### config.mk
export PLATFORM = sky130hd
export DESIGN_NAME = multicycle_ctrl
export DESIGN_NICKNAME = d
export VERILOG_FILES = /design/src/rtl/multicycle_ctrl.sv
export SDC_FILE = /design/constraint.sdc
export NUM_CORES = 1
export LEC_CHECK = 0
export CAP_MARGIN = 20
export CORE_ASPECT_RATIO = 0.75
export CORE_MARGIN = 3
export CORE_UTILIZATION = 37
export CTS_CLUSTER_DIAMETER = 30
export DETAILED_ROUTE_END_ITERATION = 10
export MAX_ROUTING_LAYER = met4
export PLACE_DENSITY = 0.77
export SYNTH_ARGS = -nofsm -noshare
export SYNTH_HDL_FRONTEND = slang
export SYNTH_SLANG_ARGS = --single-unit
### constraint.sdc
create_clock -name Clk -period 1.8 [get_ports Clk]
set_clock_uncertainty 0.2 [all_clocks]
set_input_delay 0.18 -clock Clk [delete_from_list [all_inputs] [get_ports Clk]]
set_output_delay 0.18 -clock Clk [all_outputs]
set_load 0.02 [all_outputs]
### src/rtl/multicycle_ctrl.sv
// Multi-cycle MIPS control FSM: sequences FETCH/DECODE/EXEC/MEM/WB, drives datapath
// enables and selects, and runs the memory req/ack handshake with a timeout.
module multicycle_ctrl #(
  parameter int MEM_TIMEOUT = 16,
  parameter int CNT_W       = 8
) (
  input  logic        Clk,
  input  logic        Resetin,
  input  logic [31:0] Instr,
  input  logic        ALU_zero,
  input  logic        Mem_ack,
  output logic        Mem_req,
  output logic        Mem_we,
  output logic        ByteOp,
  output logic        IR_LdEn,
  output logic        PC_LdEn,
  output logic [1:0]  PC_sel,
  output logic        RF_WrEn,
  output logic        RF_Dst_sel,
  output logic        RF_Data_sel,
  output logic        ALU_Bin_sel,
  output logic        ImmExt,
  output logic [3:0]  ALU_func,
  output logic        Illegal_op,
  output logic        Mem_err,
  output logic [2:0]  State
);

  typedef enum logic [2:0] {
    FETCH  = 3'd0,
    DECODE = 3'd1,
    EXEC   = 3'd2,
    MEM    = 3'd3,
    WB     = 3'd4
  } state_t;

  typedef enum logic [2:0] {
    K_ALU, K_BEQ, K_BNE, K_J, K_LOAD, K_STORE
  } kind_t;

  state_t           state;
  logic [CNT_W-1:0] wait_cnt;
  logic             retry_gap;

  kind_t            kind;
  logic             is_r, is_byte, illegal;
  logic [3:0]       dec_func;
  logic             dec_bsel, dec_iext;

  // Only opcode and funct matter here; the jump target bits feed the datapath directly.
  logic unused_instr;
  assign unused_instr = ^Instr[25:6];

  // NOTE: every always_comb output gets a default first so no path leaves it unassigned (no latch).
  always_comb begin
    kind     = K_ALU;
    is_r     = 1'b0;
    is_byte  = 1'b0;
    illegal  = 1'b0;
    dec_func = 4'd0;
    dec_bsel = 1'b0;
    dec_iext = 1'b0;
    unique case (Instr[31:26])
      6'b000000: begin
        is_r = 1'b1;
        unique case (Instr[5:0])
          6'b100000: dec_func = 4'd0;
          6'b100010: dec_func = 4'd1;
          6'b100100: dec_func = 4'd2;
          6'b100101: dec_func = 4'd3;
          6'b100110: dec_func = 4'd4;
          6'b100111: dec_func = 4'd5;
          6'b101010: dec_func = 4'd6;
          default:   illegal  = 1'b1;
        endcase
      end
      6'b001000: dec_bsel = 1'b1;
      6'b001100: begin dec_func = 4'd2; dec_bsel = 1'b1; dec_iext = 1'b1; end
      6'b001101: begin dec_func = 4'd3; dec_bsel = 1'b1; dec_iext = 1'b1; end
      6'b001111: begin dec_func = 4'd7; dec_bsel = 1'b1; end
      6'b000100: begin dec_func = 4'd1; kind = K_BEQ; end
      6'b000101: begin dec_func = 4'd1; kind = K_BNE; end
      6'b000010: kind = K_J;
      6'b100011: begin kind = K_LOAD;  dec_bsel = 1'b1; end
      6'b101011: begin kind = K_STORE; dec_bsel = 1'b1; end
      6'b100000: begin kind = K_LOAD;  dec_bsel = 1'b1; is_byte = 1'b1; end
      6'b101000: begin kind = K_STORE; dec_bsel = 1'b1; is_byte = 1'b1; end
      default:   illegal = 1'b1;
    endcase
  end

  // The cycle right after a timeout carries no request, so an ack there cannot count.
  logic ack_ok, waiting, timeout;
  assign ack_ok  = Mem_ack && !retry_gap;
  assign waiting = (state == FETCH) || (state == MEM);
  assign timeout = waiting && !ack_ok && (wait_cnt == CNT_W'(MEM_TIMEOUT - 1));

  // NOTE: sequential state uses non-blocking assignments so all registers update together.
  always_ff @(posedge Clk or negedge Resetin) begin
    if (!Resetin) begin
      state     <= FETCH;
      wait_cnt  <= '0;
      retry_gap <= 1'b0;
    end else begin
      retry_gap <= 1'b0;
      unique case (state)
        FETCH: begin
          if (ack_ok) begin
            state    <= DECODE;
            wait_cnt <= '0;
          end else if (timeout) begin
            wait_cnt  <= '0;
            retry_gap <= 1'b1;
          end else begin
            wait_cnt <= wait_cnt + 1'b1;
          end
        end
        DECODE: state <= illegal ? FETCH : EXEC;
        EXEC: begin
          unique case (kind)
            K_BEQ, K_BNE, K_J: state <= FETCH;
            K_LOAD, K_STORE:   state <= MEM;
            default:           state <= WB;
          endcase
        end
        MEM: begin
          if (Mem_ack) begin
            state    <= (kind == K_LOAD) ? WB : FETCH;
            wait_cnt <= '0;
          end else if (timeout) begin
            state     <= FETCH;
            wait_cnt  <= '0;
            retry_gap <= 1'b1;
          end else begin
            wait_cnt <= wait_cnt + 1'b1;
          end
        end
        WB:      state <= FETCH;
        default: state <= FETCH;
      endcase
    end
  end

  assign State = state;

  // Outputs are decoded from state and gated by Resetin so they drop without a clock edge.
  always_comb begin
    Mem_req     = 1'b0;
    Mem_we      = 1'b0;
    ByteOp      = 1'b0;
    IR_LdEn     = 1'b0;
    PC_LdEn     = 1'b0;
    PC_sel      = 2'd0;
    RF_WrEn     = 1'b0;
    RF_Dst_sel  = 1'b0;
    RF_Data_sel = 1'b0;
    ALU_Bin_sel = 1'b0;
    ImmExt      = 1'b0;
    ALU_func    = 4'd0;
    Illegal_op  = 1'b0;
    Mem_err     = 1'b0;
    if (Resetin) begin
      Mem_err = timeout;
      if (state != FETCH) begin
        ALU_func    = dec_func;
        ALU_Bin_sel = dec_bsel;
        ImmExt      = dec_iext;
      end
      unique case (state)
        FETCH: begin
          Mem_req = !retry_gap;
          IR_LdEn = ack_ok;
          PC_LdEn = ack_ok;
        end
        DECODE: Illegal_op = illegal;
        EXEC: begin
          unique case (kind)
            K_BEQ:   begin PC_LdEn = ALU_zero;  PC_sel = 2'd1; end
            K_BNE:   begin PC_LdEn = !ALU_zero; PC_sel = 2'd1; end
            K_J:     begin PC_LdEn = 1'b1;      PC_sel = 2'd2; end
            default: ;
          endcase
        end
        MEM: begin
          Mem_req = 1'b1;
          Mem_we  = (kind == K_STORE);
          ByteOp  = is_byte;
        end
        WB: begin
          RF_WrEn     = 1'b1;
          RF_Dst_sel  = is_r;
          RF_Data_sel = (kind == K_LOAD);
        end
        default: ;
      endcase
    end
  end

endmodule

==> results.toml <==
[placement]
gp_congestion = 0.967
dpl.cell_count = 285
numPortBuffers = 35
place_hpwl_mm = 3.45
pre_cts_ws_ns = -0.992

[final_layout]
diodes = 0
drive_gt1_share_pct = 57.9
final_util_pct = 86.2
areaGrowthSynthToFinish_pct = 107
final_cells = 307
n_fill_cell = 131
fin_nets = 309

[synthesis]
syn_nets = 206
seq_area_frac_synth_pct = 25.7
synth_seq_cells = 12
synth_area_um2 = 1170
synth.top_cells.by_count = "22 x nand2_1, 20 x nor2_1, 16 x nand3_1, 13 x a21oi_1, 12 x dfrtp_1"
synth_ff_type = "dfrtp_1"
syn_avg_cell_area_um2 = 6.91
yosysTopAreaCell = "dfrtp_1"
synth.most_common_cell = "nand2_1"
synth_area_leaders = "dfrtp_1 26%, nand2_1 7.1%, nand3_1 6.9%"
yosysTopAreaCellShare_pct = 25.7
synth_edf_count = 0
syn-instance-count = 169
ys_types = 40
ys_warn_count = 0
synthArstFlopShare_pct = 100

[timing]
finalSetupTns_ns = -2.66
min_period_over_period_pct = 113
worstMarginPinSlew_ns = 0.714
hold_slack_ns = 0.312
setup-violations-final = 21
hold_violations = 0
slew_headroom_pct = 51.6
slew_viol_final = 0
layout_setup_ws_ns = -0.231
min_period_ns = 2.03
grt_setup_unrepaired = "yes"
fmax_ghz = 0.492

[setup_path]
worst-path-max-fanout = 6
timing.rr.start = "State[1]$_DFFE_PN0P_"
cpMostUsedCell = "buf_6"
critPathCaptureType = "output pin"
startpoint_type = "register"
rrSetupSlack_ns = -0.15
path_cells = "or2_4, o21ai_4, nor3_2, nand2_1, buf_6, a21oi_4, buf_6"
worstPathArrival_ns = 1.65
ff2ff_path_depth = 8
required_ns = 1.42
r2r_end = "wait_cnt[6]$_DFFE_PN0N_"
slowest_delay_ns = 0.45
crit_slowest_cell = "dfrtp_2"
path_class = "register to output pin"

[global_routing]
grt_pass1_wl_mm = 9.04
grt_pass1_vias = 1777
grt_max_degree = 13
grt_use_total_pct = 31.5
overflow = 0
antenna_found_initial = 0

[min_path]
hold_start = "Instr[29]"
min_to = "State[2]$_DFFE_PN0P_"
hold_class = "input pin to register"
whs_path_depth = 5

[clock_network]
clock-sinks = 12
cts_tree = "yes"
clkLatencyLatePin_ns = 0.24
htree_levels = 1
clk_path_buf_depth = 2
cts.clk_slew.worst_paths_ns = 0.05
cts_root_buf = "clkbuf_8"
cts_made_buffers = 3

[outcome]
violations = "negative setup slack"
status = "complete, but fails checks"

[detailed_routing]
viasPerCell = 6.34
avgRoutedWirePerCell_um = 21.9
routed-via-count = 1946
drc = 0
drt_pass1_iterations = 5
final_antenna_net_count = 0
dr.first_iter.drc_count = 262
wl_mm = 6.74

[power_and_ir_drop]
ir_drop_uv = 738
internal-power_uw = 778
p_sw_share_pct = 38.4
clkPwrFrac_pct = 20.2
pwr-share-comb_pct = 52.1
seqPwrFrac_pct = 27.7
leakagePower_nw = 1.09
power.density_nw_per_um2 = 523
power.switching_uw = 484

[run]
maxCapViolations = 0

[floorplan]
ios = 57
row_count = 16
die_height_um = 54.6
core_area_um2 = 2800
dieWidth_um = 70.9
die_area_um2 = 3870
start_util_pct = 41.7
per-layer routing:
metal	share of wire, %	vias up	routed length, um	GRT usage, %
met5	0	-	0	-
met4	4.4	0	299	9.38
met3	11	49	770	8.26
met2	44	166	2980	50.8
met1	40	931	2690	39.5
li1	-	800	-	-
cells by family (layout without fill, tap and decap cells):
logic type | count (synthesis) | count (layout) | synth area share (%)
other | 1 | 1 | 0.321
xor gates and xnor gates | 7 | 7 | 5.25
and+or+nand+nor | 99 | 99 | 43.3
buffers and inverters | 16 | 118 | 6.54
adders and majority gates | 1 | 1 | 1.07
AOI/OAI and AO/OA | 33 | 33 | 17.8
DFF | 12 | 12 | 25.7
worst max-delay path by stage:
stage | from | end | slack, ns | cells after the start
global placement | Instr[31] | Illegal_op | -0.95 | 5
CTS | State[0]$_DFFE_PN0P_ | ALU_func[2] | -0.13 | 7
floorplan | Instr[28] | Illegal_op | -0.03 | 4
detailed placement | Instr[27] | PC_LdEn | -0.99 | 8
global route | State[1]$_DFFE_PN0P_ | ALU_func[0] | -0.27 | 7
finish | State[1]$_DFFE_PN0P_ | ALU_func[0] | -0.23 | 7
critical path, delay by kind of cell (launching register included):
kind / cells / cell delay [ns]
flip-flops: 1 / 0.45
AO/OA/AOI/OAI: 2 / 0.23
buffers and inverters: 2 / 0.27
AND/OR/NAND/NOR: 3 / 0.46
cells in the final DEF, fill, tap and decap left out, types with 6 or more instances in the layout:
cell type / netlist / final
buf_4: 1 / 67
buf_6: 1 / 22
nand2_1: 22 / 19
nor2_1: 20 / 12
nand3_1: 16 / 12
dfrtp_1: 12 / 10
dlygate4sd2_1: 0 / 8
o21ai_0: 9 / 7
a21oi_1: 13 / 7
buf_2: 4 / 6
repair_timing:
action                                 in CTS  in global routing
hold buffers                                2                  0
endpoints found under the hold margin      12                  0
gates resized for setup                   166                 28
setup buffers                               9                  7
pin swaps                                  24                 15
setup endpoints to repair                  26                 24
sequential cells by signal, indices dropped and copies added (netlist names):
signal,count
retry_gap,1
State,3
wait_cnt,8
power by group through the flow:
stage / Sequential [mW] / Combinational (mW) / Clock, mW
2_1_floorplan: 0.340 / 0.220 / 0
3_3_place_gp: 0.330 / 0.458 / 0
3_5_place_dp: 0.333 / 0.473 / 0
4_1_cts: 0.332 / 0.521 / 0.262
5_1_grt: 0.349 / 0.698 / 0.276
6_report: 0.349 / 0.658 / 0.255
area by class of cell:
| type | count | area [um2] | area share [%] |
|---|---|---|---|
| multi-input combinational | 141 | 1080 | 44.9 |
| timing repair buffer | 109 | 918 | 38.0 |
| sequential | 12 | 303 | 12.5 |
| clock buffer | 4 | 45.0 | 1.87 |
| tap | 36 | 45.0 | 1.87 |
| inverter | 5 | 18.8 | 0.777 |
through the flow:
stage / total power [mW] / cell area [um2]
after floorplan: 0.560 / 1260
after global placement: 0.787 / 2000
after detailed placement: 0.806 / 2000
after CTS: 1.12 / 2240
after global routing: 1.32 / 2410
final: 1.26 / 2410
(Power assumes the default switching activity.)
